--- src/rtl/mem_port_pkg.sv ---
// Shared definitions for the halfword/word memory-port initiator: FSM states,
// default address width and the big-endian half-select encoding.
package mem_port_pkg;

    localparam int ADDR_W    = 13;
    localparam int WORD_BITS = 32;
    localparam int HALF_BITS = 16;

    // Half select: 0 picks the upper (first, big-endian) half, 1 the lower.
    localparam logic SEL_HI = 1'b0;
    localparam logic SEL_LO = 1'b1;

    typedef enum logic [1:0] {
        ST_IDLE,
        ST_ISSUE,
        ST_CAPTURE,
        ST_RESP
    } state_t;

    function automatic logic is_misaligned(input logic half, input logic half_sel);
        return !half && (half_sel == SEL_LO);
    endfunction

endpackage

--- src/rtl/mem_port_align.sv ---
// Right-justifies and zero-extends halfword read data taken from a big-endian word.
module mem_port_align
    import mem_port_pkg::*;
(
    input  logic                 half,
    input  logic                 byte_sel,
    input  logic [WORD_BITS-1:0] d_out,
    output logic [WORD_BITS-1:0] rdata
);

    always_comb begin
        rdata = d_out;
        if (half) begin
            if (byte_sel == SEL_HI) begin
                rdata = {{HALF_BITS{1'b0}}, d_out[WORD_BITS-1:HALF_BITS]};
            end else begin
                rdata = {{HALF_BITS{1'b0}}, d_out[HALF_BITS-1:0]};
            end
        end
    end

endmodule

--- src/rtl/mem_port_initiator.sv ---
// Single-outstanding request initiator driving a word memory with halfword support,
// valid/ready request and response channels, and saturating transaction counters.
module mem_port_initiator #(
    parameter int ADDR_W = mem_port_pkg::ADDR_W,
    parameter int CNT_W  = 16
) (
    input  logic              clk,
    input  logic              rst_n,
    input  logic              req_valid,
    output logic              req_ready,
    input  logic              req_we,
    input  logic              req_half,
    input  logic [ADDR_W:0]   req_addr,
    input  logic [31:0]       req_wdata,
    output logic              rsp_valid,
    input  logic              rsp_ready,
    output logic [31:0]       rsp_rdata,
    output logic              rsp_err,
    output logic              W_En,
    output logic [ADDR_W-1:0] Addr,
    output logic              Byte_Sel,
    output logic              Half_W,
    output logic [31:0]       D_In,
    input  logic [31:0]       D_Out,
    output logic [CNT_W-1:0]  rd_count,
    output logic [CNT_W-1:0]  wr_count
);
    import mem_port_pkg::*;

    state_t            state_q, state_d;
    logic              req_ready_q, req_ready_d;
    logic              w_en_q, w_en_d;
    logic [ADDR_W-1:0] addr_q, addr_d;
    logic              byte_sel_q, byte_sel_d;
    logic              half_q, half_d;
    logic [31:0]       d_in_q, d_in_d;
    logic              is_write_q, is_write_d;
    logic              rsp_valid_q, rsp_valid_d;
    logic [31:0]       rsp_rdata_q, rsp_rdata_d;
    logic              rsp_err_q, rsp_err_d;
    logic [CNT_W-1:0]  rd_count_q, rd_count_d;
    logic [CNT_W-1:0]  wr_count_q, wr_count_d;
    logic [31:0]       aligned_rdata;

    mem_port_align u_align (
        .half     (half_q),
        .byte_sel (byte_sel_q),
        .d_out    (D_Out),
        .rdata    (aligned_rdata)
    );

    always_comb begin
        state_d     = state_q;
        w_en_d      = 1'b0;
        addr_d      = addr_q;
        byte_sel_d  = byte_sel_q;
        half_d      = half_q;
        d_in_d      = d_in_q;
        is_write_d  = is_write_q;
        rsp_valid_d = rsp_valid_q;
        rsp_rdata_d = rsp_rdata_q;
        rsp_err_d   = rsp_err_q;
        rd_count_d  = rd_count_q;
        wr_count_d  = wr_count_q;

        case (state_q)
            ST_IDLE: begin
                if (req_valid && req_ready_q) begin
                    if (is_misaligned(req_half, req_addr[0])) begin
                        state_d     = ST_RESP;
                        rsp_err_d   = 1'b1;
                        rsp_rdata_d = '0;
                    end else begin
                        state_d    = ST_ISSUE;
                        w_en_d     = req_we;
                        is_write_d = req_we;
                        addr_d     = req_addr[ADDR_W:1];
                        byte_sel_d = req_addr[0];
                        half_d     = req_half;
                        d_in_d     = req_half ? {16'h0, req_wdata[15:0]} : req_wdata;
                    end
                end
            end
            ST_ISSUE: begin
                if (is_write_q) begin
                    state_d     = ST_RESP;
                    rsp_rdata_d = '0;
                    rsp_err_d   = 1'b0;
                end else begin
                    state_d = ST_CAPTURE;
                end
            end
            ST_CAPTURE: begin
                rsp_rdata_d = aligned_rdata;
                rsp_err_d   = 1'b0;
                state_d     = ST_RESP;
            end
            ST_RESP: begin
                // rsp_valid is raised one cycle after entering RESP; the handshake
                // only completes once the client has actually seen it.
                if (rsp_valid_q && rsp_ready) begin
                    state_d     = ST_IDLE;
                    rsp_valid_d = 1'b0;
                    if (!rsp_err_q) begin
                        if (is_write_q) begin
                            if (wr_count_q != {CNT_W{1'b1}}) wr_count_d = wr_count_q + 1'b1;
                        end else begin
                            if (rd_count_q != {CNT_W{1'b1}}) rd_count_d = rd_count_q + 1'b1;
                        end
                    end
                end else begin
                    rsp_valid_d = 1'b1;
                end
            end
            default: state_d = ST_IDLE;
        endcase

        // Registered so it stays low throughout reset and rises on the first clock.
        req_ready_d = (state_d == ST_IDLE);
    end

    always_ff @(posedge clk or negedge rst_n) begin
        if (!rst_n) begin
            state_q     <= ST_IDLE;
            req_ready_q <= 1'b0;
            w_en_q      <= 1'b0;
            addr_q      <= '0;
            byte_sel_q  <= 1'b0;
            half_q      <= 1'b0;
            d_in_q      <= '0;
            is_write_q  <= 1'b0;
            rsp_valid_q <= 1'b0;
            rsp_rdata_q <= '0;
            rsp_err_q   <= 1'b0;
            rd_count_q  <= '0;
            wr_count_q  <= '0;
        end else begin
            state_q     <= state_d;
            req_ready_q <= req_ready_d;
            w_en_q      <= w_en_d;
            addr_q      <= addr_d;
            byte_sel_q  <= byte_sel_d;
            half_q      <= half_d;
            d_in_q      <= d_in_d;
            is_write_q  <= is_write_d;
            rsp_valid_q <= rsp_valid_d;
            rsp_rdata_q <= rsp_rdata_d;
            rsp_err_q   <= rsp_err_d;
            rd_count_q  <= rd_count_d;
            wr_count_q  <= wr_count_d;
        end
    end

    assign req_ready = req_ready_q;
    assign rsp_valid = rsp_valid_q;
    assign rsp_rdata = rsp_rdata_q;
    assign rsp_err   = rsp_err_q;
    assign W_En      = w_en_q;
    assign Addr      = addr_q;
    assign Byte_Sel  = byte_sel_q;
    assign Half_W    = half_q;
    assign D_In      = d_in_q;
    assign rd_count  = rd_count_q;
    assign wr_count  = wr_count_q;

endmodule

--- config.mk ---
export PLATFORM = sky130hd
export DESIGN_NAME = mem_port_initiator
export DESIGN_NICKNAME = d
export VERILOG_FILES = /design/src/rtl/mem_port_pkg.sv /design/src/rtl/mem_port_align.sv /design/src/rtl/mem_port_initiator.sv
export SDC_FILE = /design/constraint.sdc
export NUM_CORES = 1
export LEC_CHECK = 0
export CORE_UTILIZATION = 48
export DETAILED_ROUTE_END_ITERATION = 16
export GPL_ROUTABILITY_DRIVEN = 0
export PLACE_DENSITY = 0.89
export SLEW_MARGIN = 0
export SYNTH_ARGS = -nofsm -noshare
export SYNTH_HDL_FRONTEND = slang
export SYNTH_SLANG_ARGS = --single-unit
--- constraint.sdc ---
create_clock -name clk -period 4.45 [get_ports clk]
set_input_delay 0.445 -clock clk [delete_from_list [all_inputs] [get_ports clk]]
set_output_delay 0.445 -clock clk [all_outputs]
set_load 0.05 [all_outputs]
==> impl_metrics.sql <==
INSERT INTO impl_metrics (metric_group, metric, value, unit) VALUES
('clock_network', 'clock_sink_count', '118', ''),
('power', 'p_switching', '2.830', 'mW'),
('routing', 'route.vias.total', '4322', ''),
('worst_setup_path', 'setup.worst_path.start_class', 'register', ''),
('power', 'power.density_cell_area', '785.9', 'nW/µm²'),
('clock_network', 'number_of_gates_given_a_new_drive_strength_after_cts', '0', ''),
('power', 'max-vdd-ir-drop', '0.5238', 'mV'),
('global_route', 'grt_max_degree', '67', ''),
('place', 'detailedPlacementHpwl', '9553', 'µm'),
('routing', 'drt_iter0_markers', '228', ''),
('logic_synthesis', 'synth_cells', '475', ''),
('logic_synthesis', 'synthesized_cell_area', '5218', 'µm²'),
('worst_setup_path', 'cp_data_required_time', '4.86', 'ns'),
('logic_synthesis', 'seq_area_frac_synth', '0.5659', ''),
('routing', 'drc', '0', ''),
('worst_setup_path', 'worst_path_max_delay_cell', 'nor2b_1', ''),
('clock_network', 'clk_pin_slew_worst_paths', '0.05', 'ns'),
('worst_setup_path', 'rr_startpoint', 'state_q[0]$_DFF_PN0_', ''),
('clock_network', 'cts_htree_levels', '4', ''),
('sta', 'fin_hold_ws', '0.3220', 'ns'),
('sta', 'timing.max_slew.rel_slack', '0.1158', ''),
('power', 'p_clk_frac', '0.211', ''),
('final_layout', 'antenna_cells', '0', ''),
('global_route', 'groute.usage.overall', '0.2482', ''),
('logic_synthesis', 'yosys.cell_types.count', '41', ''),
('floorplanning', 'chipHeight', '106.3', 'µm'),
('floorplanning', 'placeableCoreArea', '10420', 'µm²'),
('run_status', 'status', 'complete, no violations', ''),
('logic_synthesis', 'synth.top_cell.area_share', '0.5659', ''),
('sta', 'final_critical_path_time_including_i_o_delays_and_setup', '2.718', 'ns'),
('global_route', 'global_route_wire_length_before_repair', '21770', 'µm'),
('place', 'placed_cell_area', '7292', 'µm²'),
('routing', 'vias_per_cell', '5.264', ''),
('logic_synthesis', 'synth-warning-count', '0', ''),
('final_layout', 'final_util', '0.7562', ''),
('final_layout', 'mostFrequentLayoutCell', 'clkdlybuf4s50_1', ''),
('sta', 'layout_setup_ws', '1.732', 'ns'),
('global_route', 'grt_antenna_before_repair', '0', ''),
('floorplanning', 'dieArea', '11290', 'µm²'),
('floorplanning', 'die_width', '106.3', 'µm'),
('place', 'dp_worst_setup_slack', '1.436', 'ns'),
('final_layout', 'layout_common_cells', '197 x clkdlybuf4s50_1, 118 x dfrtp_1, 99 x nand2_1, 31 x o21ai_0, 30 x mux2_1', ''),
('floorplanning', 'initial_utilization', '0.5009', ''),
('power', 'power_switching_share', '0.4571', ''),
('sta', 'timing.final.max_slew_violations', '0', ''),
('routing', 'ant_nets', '0', ''),
('sta', 'finalSetupViolCount', '0', ''),
('sta', 'totalNegativeSetupSlack', '0', 'ns'),
('final_layout', 'layout-drive-gt1-share', '0.09635', ''),
('run', 'maxCapViolCount', '0', ''),
('sta', 'worst_slew_pin_slew', '1.324', 'ns'),
('worst_setup_path', 'crit_path_end_kind', 'register', ''),
('final_layout', 'fillCellCount', '693', ''),
('power', 'standby_leakage_power', '3.445', 'nW'),
('floorplanning', 'ios', '199', ''),
('worst_setup_path', 'reg2reg_setup_slack', '1.73', 'ns'),
('worst_setup_path', 'path_max_fanout', '18', ''),
('clock_network', 'number_of_buffers_created_by_cts', '17', ''),
('worst_setup_path', 'critPathTopFamily', 'simple AND/OR/NAND/NOR gates', ''),
('final_layout', 'fin_area', '7876', 'µm²'),
('logic_synthesis', 'syn_nets', '565', ''),
('power', 'seq_power_share', '0.281', ''),
('place', 'portBuffers', '198', ''),
('power', 'finalPower', '6.190', 'mW'),
('global_route', 'first_global_vias', '4436', ''),
('worst_setup_path', 'worst_setup_path_startpoint', 'state_q[0]$_DFF_PN0_', ''),
('worst_setup_path', 'criticalPathCategory', 'register to register', ''),
('sta', 'unrepaired_setup_endpoints_after_global_routing', 'no', ''),
('sta', 'report.final.hold_viol_count', '0', ''),
('logic_synthesis', 'synth_seq_cells', '118', ''),
('worst_setup_path', 'critPathArrivalTime', '3.12', 'ns');
[worst reg2reg max path: stages, from the launching register on]
cell and delay [ns]:
dfrtp_1 0.41, inv_1 0.09, ha_1 0.64, nor2b_1 1.11, nand2_1 0.16, o21ai_0 0.21
[registers in the layout, summed over array words and instances (netlist names)]
name / cells
D_In: 32
rsp_rdata: 32
rd_count: 16
wr_count: 16
Addr: 13
state_q: 2
Byte_Sel: 1
Half_W: 1
W_En: 1
is_write_q: 1
req_ready: 1
rsp_err: 1
rsp_valid: 1
[worst max-delay path by stage]
stage                                end  slack, ns  depth (start not counted)
4_1_cts        rsp_rdata[22]$_DFFE_PN0P_       1.71                          5
3_5_place_dp        D_In[25]$_DFFE_PN0P_       1.44                          6
6_report       rsp_rdata[23]$_DFFE_PN0P_       1.73                          5
5_1_grt        rsp_rdata[22]$_DFFE_PN0P_       1.52                          5
3_3_place_gp        D_In[27]$_DFFE_PN0P_       1.63                          5
2_1_floorplan   wr_count[14]$_DFFE_PN0P_       2.40                          6
[synthesized netlist by cell type, drive strengths merged]
cell type,count
nand3,17
a31oi,2
a21boi,1
nand4,4
or2,4
mux2,51
clkbuf,7
nand2,99
dfrtp,118
nor2,10
ha,6
a21o,1
and2,2
nand3b,1
nor4,1
nor2b,1
a21oi,5
and4,2
a2111oi,1
xor2,8
buf,17
nor3,7
a311oi,1
xnor2,16
nand4b,1
o21ai,54
o2111ai,1
and3,8
inv,7
nand2b,21
a41oi,1
[layout make-up]
| class | instances | area [µm²] | share of cell area |
|---|---|---|---|
| Sequential cell | 118 | 2953 | 0.3749 |
| Multi-Input combinational cell | 326 | 2133 | 0.2709 |
| Tap cell | 136 | 170.2 | 0.02160 |
| Timing Repair Buffer | 203 | 2019 | 0.2564 |
| Clock inverter | 8 | 97.59 | 0.01239 |
| Clock buffer | 23 | 476.7 | 0.06052 |
| Inverter | 7 | 26.28 | 0.003336 |
[power groups by stage]
stage               logic [mW]  registers [mW]  clock network (mW)
floorplan                0.724            3.04                   0
global placement          3.08            1.73                   0
finish                    3.14            1.74                1.31
detailed placement        3.14            1.74                   0
global route              3.30            1.79                1.38
CTS                       3.16            1.74                1.32
[cells by family after synthesis]
| kind of cell | Yosys count | synth area share |
|---|---|---|
| muxes | 51 | 0.1129 |
| buffers and inverters | 31 | 0.02854 |
| DFF | 118 | 0.5659 |
| and+or+nand+nor | 178 | 0.1633 |
| AOI/OAI and AO/OA | 67 | 0.07458 |
| xor gates and xnor gates | 24 | 0.04029 |
| adders and majority gates | 6 | 0.01439 |
[layer usage]
| layer | share of wire | vias to the layer above | global-route usage | routed length (µm) |
|---|---|---|---|---|
| met2 | 0.51 | 167 | 0.4244 | 6819 |
| met4 | 0.035 | 0 | 0.1240 | 471 |
| met3 | 0.051 | 38 | 0.05457 | 679 |
| met1 | 0.40 | 2112 | 0.2945 | 5413 |
| li1 | - | 2005 | - | - |
| met5 | 0 | - | 0 | 0 |
Power figures use the tool's default switching activity.
